**src/rtl/interface_botoes_jogada.sv**
```systemverilog
// Button front end for the memory game: synchronizes, debounces and converts presses into single-cycle events.
// Define BOTOES_ATIVO_BAIXO_EN for active-low board buttons (inputs inverted before synchronizing).
module interface_botoes_jogada #(
   parameter int DEBOUNCE_CYCLES = 50000
) (
   input  logic       clock,
   input  logic       reset,
   input  logic [3:0] botoes,
   input  logic       iniciar_bruto,
   output logic [3:0] chaves,
   output logic       jogada_feita,
   output logic       erro_multiplo,
   output logic       iniciar,
   output logic [3:0] db_estado
);

   localparam int CNT_W = $clog2(DEBOUNCE_CYCLES + 1);
   localparam logic [CNT_W-1:0] CNT_MAX = CNT_W'(DEBOUNCE_CYCLES - 1);

   typedef enum logic [1:0] {
      OCIOSO        = 2'd0,
      FILTRANDO     = 2'd1,
      VALIDA        = 2'd2,
      ESPERA_SOLTAR = 2'd3
   } estado_t;

   logic [4:0] entrada;
   logic [4:0] sync1_q, sync1_d, sync2_q, sync2_d;
   estado_t    estado_q, estado_d;
   logic [3:0] amostra_q, amostra_d;
   logic [CNT_W-1:0] cnt_q, cnt_d;
   logic [3:0] chaves_q, chaves_d;
   logic [CNT_W-1:0] ini_cnt_q, ini_cnt_d;
   logic       ini_filt_q, ini_filt_d;
   logic       ini_filt_dly_q, ini_filt_dly_d;
   logic [3:0] botoes_sync;
   logic       iniciar_sync;
   logic       um_quente;

`ifdef BOTOES_ATIVO_BAIXO_EN
   assign entrada = ~{iniciar_bruto, botoes};
`else
   assign entrada = {iniciar_bruto, botoes};
`endif

   assign botoes_sync  = sync2_q[3:0];
   assign iniciar_sync = sync2_q[4];
   assign um_quente    = (amostra_q != 4'd0) && ((amostra_q & (amostra_q - 4'd1)) == 4'd0);

   always_comb begin
      sync1_d = entrada;
      sync2_d = sync1_q;
   end

   always_comb begin
      estado_d  = estado_q;
      amostra_d = amostra_q;
      cnt_d     = cnt_q;
      chaves_d  = chaves_q;
      case (estado_q)
         OCIOSO: begin
            if (botoes_sync != 4'd0) begin
               amostra_d = botoes_sync;
               cnt_d     = '0;
               estado_d  = FILTRANDO;
            end
         end
         FILTRANDO: begin
            if (botoes_sync == 4'd0) begin
               estado_d = OCIOSO;
            end else if (botoes_sync != amostra_q) begin
               // a bounce to another pattern restarts the filter on the new pattern
               amostra_d = botoes_sync;
               cnt_d     = '0;
            end else if (cnt_q == CNT_MAX) begin
               estado_d = VALIDA;
               if (um_quente) chaves_d = amostra_q;
            end else begin
               cnt_d = cnt_q + CNT_W'(1);
            end
         end
         VALIDA: begin
            estado_d = ESPERA_SOLTAR;
            cnt_d    = '0;
         end
         ESPERA_SOLTAR: begin
            if (botoes_sync != 4'd0) begin
               cnt_d = '0;
            end else if (cnt_q == CNT_MAX) begin
               estado_d = OCIOSO;
            end else begin
               cnt_d = cnt_q + CNT_W'(1);
            end
         end
         default: estado_d = OCIOSO;
      endcase
   end

   always_comb begin
      ini_cnt_d      = '0;
      ini_filt_d     = ini_filt_q;
      ini_filt_dly_d = ini_filt_q;
      if (iniciar_sync != ini_filt_q) begin
         if (ini_cnt_q == CNT_MAX) begin
            ini_filt_d = ~ini_filt_q;
         end else begin
            ini_cnt_d = ini_cnt_q + CNT_W'(1);
         end
      end
   end

   always_ff @(posedge clock) begin
      if (reset) begin
         sync1_q        <= '0;
         sync2_q        <= '0;
         estado_q       <= OCIOSO;
         amostra_q      <= '0;
         cnt_q          <= '0;
         chaves_q       <= '0;
         ini_cnt_q      <= '0;
         ini_filt_q     <= 1'b0;
         ini_filt_dly_q <= 1'b0;
      end else begin
         sync1_q        <= sync1_d;
         sync2_q        <= sync2_d;
         estado_q       <= estado_d;
         amostra_q      <= amostra_d;
         cnt_q          <= cnt_d;
         chaves_q       <= chaves_d;
         ini_cnt_q      <= ini_cnt_d;
         ini_filt_q     <= ini_filt_d;
         ini_filt_dly_q <= ini_filt_dly_d;
      end
   end

   assign chaves        = chaves_q;
   assign jogada_feita  = (estado_q == VALIDA) && um_quente;
   assign erro_multiplo = (estado_q == VALIDA) && !um_quente;
   assign iniciar       = ini_filt_q & ~ini_filt_dly_q;
   assign db_estado     = {2'b00, estado_q};

endmodule

```
**config.mk**
```make
export PLATFORM = sky130hd
export DESIGN_NAME = interface_botoes_jogada
export DESIGN_NICKNAME = d
export VERILOG_FILES = /design/src/rtl/interface_botoes_jogada.sv
export SDC_FILE = /design/constraint.sdc
export NUM_CORES = 1
export LEC_CHECK = 0
export CORE_ASPECT_RATIO = 0.9
export CORE_UTILIZATION = 50
export CTS_CLUSTER_SIZE = 40
export DETAILED_ROUTE_END_ITERATION = 8
export DONT_BUFFER_PORTS = 1
export PLACE_DENSITY = 0.64
export SYNTH_ARGS = -nofsm -noshare
export SYNTH_HDL_FRONTEND = slang
export SYNTH_SLANG_ARGS = --single-unit
```
**constraint.sdc**
```tcl
create_clock -name clock -period 2.45 [get_ports clock]
set_clock_uncertainty 0.1 [all_clocks]
set_input_delay 0.245 -clock clock [delete_from_list [all_inputs] [get_ports clock]]
set_output_delay 0.245 -clock clock [all_outputs]
set_load 0.02 [all_outputs]
```
==> flow_metrics.env <==
export IMPL_status="complete, no violations"
export IMPL_finalSetupViolations=0
export IMPL_post_synth_instance_area_mm2=0.00241
export IMPL_core_rowCount=23
export IMPL_cellPowerDensity_mw_per_mm2=604
export IMPL_antenna_left=0
export IMPL_die_span_x_um=75.2
export IMPL_netlist_cell_type_count=41
export IMPL_synth_sequential_area_ratio=0.449
export IMPL_initial_core_util=0.530
export IMPL_timing_setup_tns_ps=0
export IMPL_dpl_hpwl_mm=2.95
export IMPL_period_needed_ps=2220
export IMPL_ir_worst_vdd_v=0.000376
export IMPL_worst_setup_hold_path_clk_slew_ps=100
export IMPL_ys_ff_latch=54
export IMPL_slew_headroom=0.363
export IMPL_layout_cells_most_common_list="54 x dfxtp_1, 38 x nor2_1, 18 x nand3_1"
export IMPL_floorplan_core_area_mm2=0.00455
export IMPL_share_of_cells_above_drive_strength_1=0.0714
export IMPL_synth_yosys_warnings=0
export IMPL_finalCritPeriodShare=0.908
export IMPL_clkLatencyLatePin_ps=310
export IMPL_synth_largest_area_cell="dfxtp_1"
export IMPL_tritoncts_clock_tree="built"
export IMPL_num_vias=1869
export IMPL_floorplan_die_area_mm2=0.00510
export IMPL_worstSetupStartpointType="flip-flop"
export IMPL_buffers_from_clock_root_to_sink_at_most=2
export IMPL_grt_use_total=0.193
export IMPL_type_of_the_worst_setup_path="flip-flop to flip-flop"
export IMPL_top_cells_by_area_synth="dfxtp_1 45%, nor2_1 5.9%, xnor2_1 4.7%"
export IMPL_drt_pre_antenna_iters=5
export IMPL_cts_root_buffer_cell="clkbuf_8"
export IMPL_max_cap_viol_count=0
export IMPL_numCtsBuffers=5
export IMPL_worstPathArrival_ps=2300
export IMPL_gp_routability_congestion=0.788
export IMPL_worst_slew_pin_transition_ps=953
export IMPL_layout_core_utilization=0.583
export IMPL_holdPathStages=2
export IMPL_first_global_vias=1653
export IMPL_final_max_slew_viol_count=0
export IMPL_wl_mm=4.43
export IMPL_total_of_buffers_placed_on_input_and_output_ports=0
export IMPL_postCtsSetupRepairBufs=0
export IMPL_timing_hold_violations_final=0
export IMPL_post_route_drc_count=0
export IMPL_rr_worst_depth=5
export IMPL_die_height_um=67.8
export IMPL_htreeDepth=2
export IMPL_static_leakage_power_nw=0.898
export IMPL_globalRouteOverflowTotal=0
export IMPL_routed_wire_length_per_instance_um=13.0
export IMPL_sinks_on_clock_net=54
export IMPL_ctsHoldBuffers=6
export IMPL_antenna_cells_inserted=0
export IMPL_post_cts_resized_instances=0
export IMPL_cp_required_ps=2520
export IMPL_crit_path_max_fanout=7
export IMPL_grt_antenna_before_repair=0
export IMPL_fmax_mhz=450
export IMPL_proportion_of_netlist_area_held_by_the_largest_area_contributor=0.449
export IMPL_hold_path_class="input port to flip-flop"
export IMPL_layout_cells_most_common="dfxtp_1"
export IMPL_detail_route_iter0_violations=78
export IMPL_nFillCells=431
export IMPL_synthesis_area_per_instance_um2=8.89
export IMPL_layout_area_overhead_vs_synth_pct=10.1
export IMPL_fin_nets=288
export IMPL_synthCells=271
export IMPL_viasPerCell=5.46
export IMPL_design_portCount=18
export IMPL_grt_max_degree=26
export IMPL_setup_worst_path_end_class="flip-flop"
export IMPL_grt_pass1_wl_mm=7.33
export IMPL_rsz0062_at_grt="false"
==> layout make-up <==
cell class	instances	area (µm²)	share of cell area
Sequential cell	54	1080	0.408
Multi-Input combinational cell	201	1260	0.474
Clock buffer	5	68.8	0.0259
Tap cell	62	77.6	0.0292
Clock inverter	3	47.5	0.0179
Timing Repair Buffer	11	97.6	0.0368
Inverter	6	22.5	0.00849
==> metrics by stage <==
step / instance area [µm²] / setup slack (ps) / total power, mW / instances / hold WS (ps)
after floorplan: 2410 / 384 / 0.985 / 272 / 273
after global placement: 2480 / 343 / 0.993 / 328 / 221
after detailed placement: 2480 / 283 / 0.993 / 328 / 220
after CTS: 2650 / 212 / 1.62 / 342 / 51.9
after global routing: 2650 / 91.2 / 1.66 / 342 / 73.4
final: 2650 / 227 / 1.60 / 342 / 62.2
==> Yosys cell counts <==
library cell  instances
or4_4                 1
nand3_1              18
nor2b_1              13
a221oi_1              2
or4_1                 1
o31ai_1               1
o211ai_1              1
o21ai_0              10
nor2_1               38
a41oi_1               1
o2bb2ai_2             1
nor4_1                3
buf_1                 1
xnor2_1              13
a2111oi_4             1
a21oi_1              11
and3_1                4
a31oi_1               8
nand4_1               7
o221ai_1              1
and3b_2               1
buf_4                 2
and4_1                2
clkbuf_1              6
mux2i_1               9
nor4b_1               2
nor4bb_1              1
conb_1                1
nand2_1              17
nor3_1                7
a22o_1                4
xor2_1               11
ha_1                  2
dfxtp_1              54
buf_2                 2
or3_1                 4
inv_1                 6
a211oi_1              1
o21ba_2               1
nand4_2               1
and4bb_2              1
==> per-layer routing <==
| layer | GRT usage | vias to the layer above | wire length (µm) |
|---|---|---|---|
| met5 | 0 | - | 0 |
| met2 | 0.307 | 33 | 1950 |
| li1 | - | 966 | - |
| met1 | 0.253 | 864 | 2260 |
| met4 | 0.0833 | 0 | 74 |
| met3 | 0.0398 | 6 | 149 |
==> flip-flops by register name, summed over array words and instances, names as in the netlist, named ones only <==
name / cells
cnt_q: 16
ini_cnt_q: 16
sync1_q: 5
sync2_q: 5
amostra_q: 4
chaves: 4
estado_q: 1
ini_filt_dly_d: 1
ini_filt_dly_q: 1
==> path summary, 6_finish.rpt <==
check	startpoint	to	slack (ps)
setup / recovery	cnt_q[7]$_SDFFE_PP0P_	chaves[2]$_SDFFE_PP0P_	230
hold / removal	reset	ini_cnt_q[1]$_SDFF_PP0_	60
setup reg to reg	cnt_q[7]$_SDFFE_PP0P_	chaves[2]$_SDFFE_PP0P_	230
hold reg to reg	sync1_q[0]$_SDFF_PP0_	sync2_q[0]$_SDFF_PP0_	340
==> cell families (layout without fill, tap and decap cells) <==
| logic type | count (synthesis) | after routing | synth area share |
|---|---|---|---|
| compound gates | 43 | 43 | 0.125 |
| xor+xnor | 24 | 24 | 0.0873 |
| fa+ha+maj | 2 | 2 | 0.0104 |
| buf+inv | 17 | 25 | 0.0306 |
| flops | 54 | 54 | 0.449 |
| mux | 9 | 9 | 0.0374 |
| other cells | 1 | 2 | 0.00156 |
| simple gates | 121 | 121 | 0.259 |
==> where the power goes <==
part           switching, mW  total (mW)  internal (mW)  leakage, nW
Sequential            0.0122       0.902          0.889        0.438
Combinational         0.0505      0.0850         0.0345        0.402
Clock                  0.306       0.617          0.310       0.0587
==> critical path, stage by stage (launching register included) <==
cell and delay [ps]:
dfxtp_1 350, nor4b_1 480, nand4_2 330, a2111oi_4 530, mux2i_1 240, nor2_1 50
No activity file was read; power rests on OpenSTA's default activity.
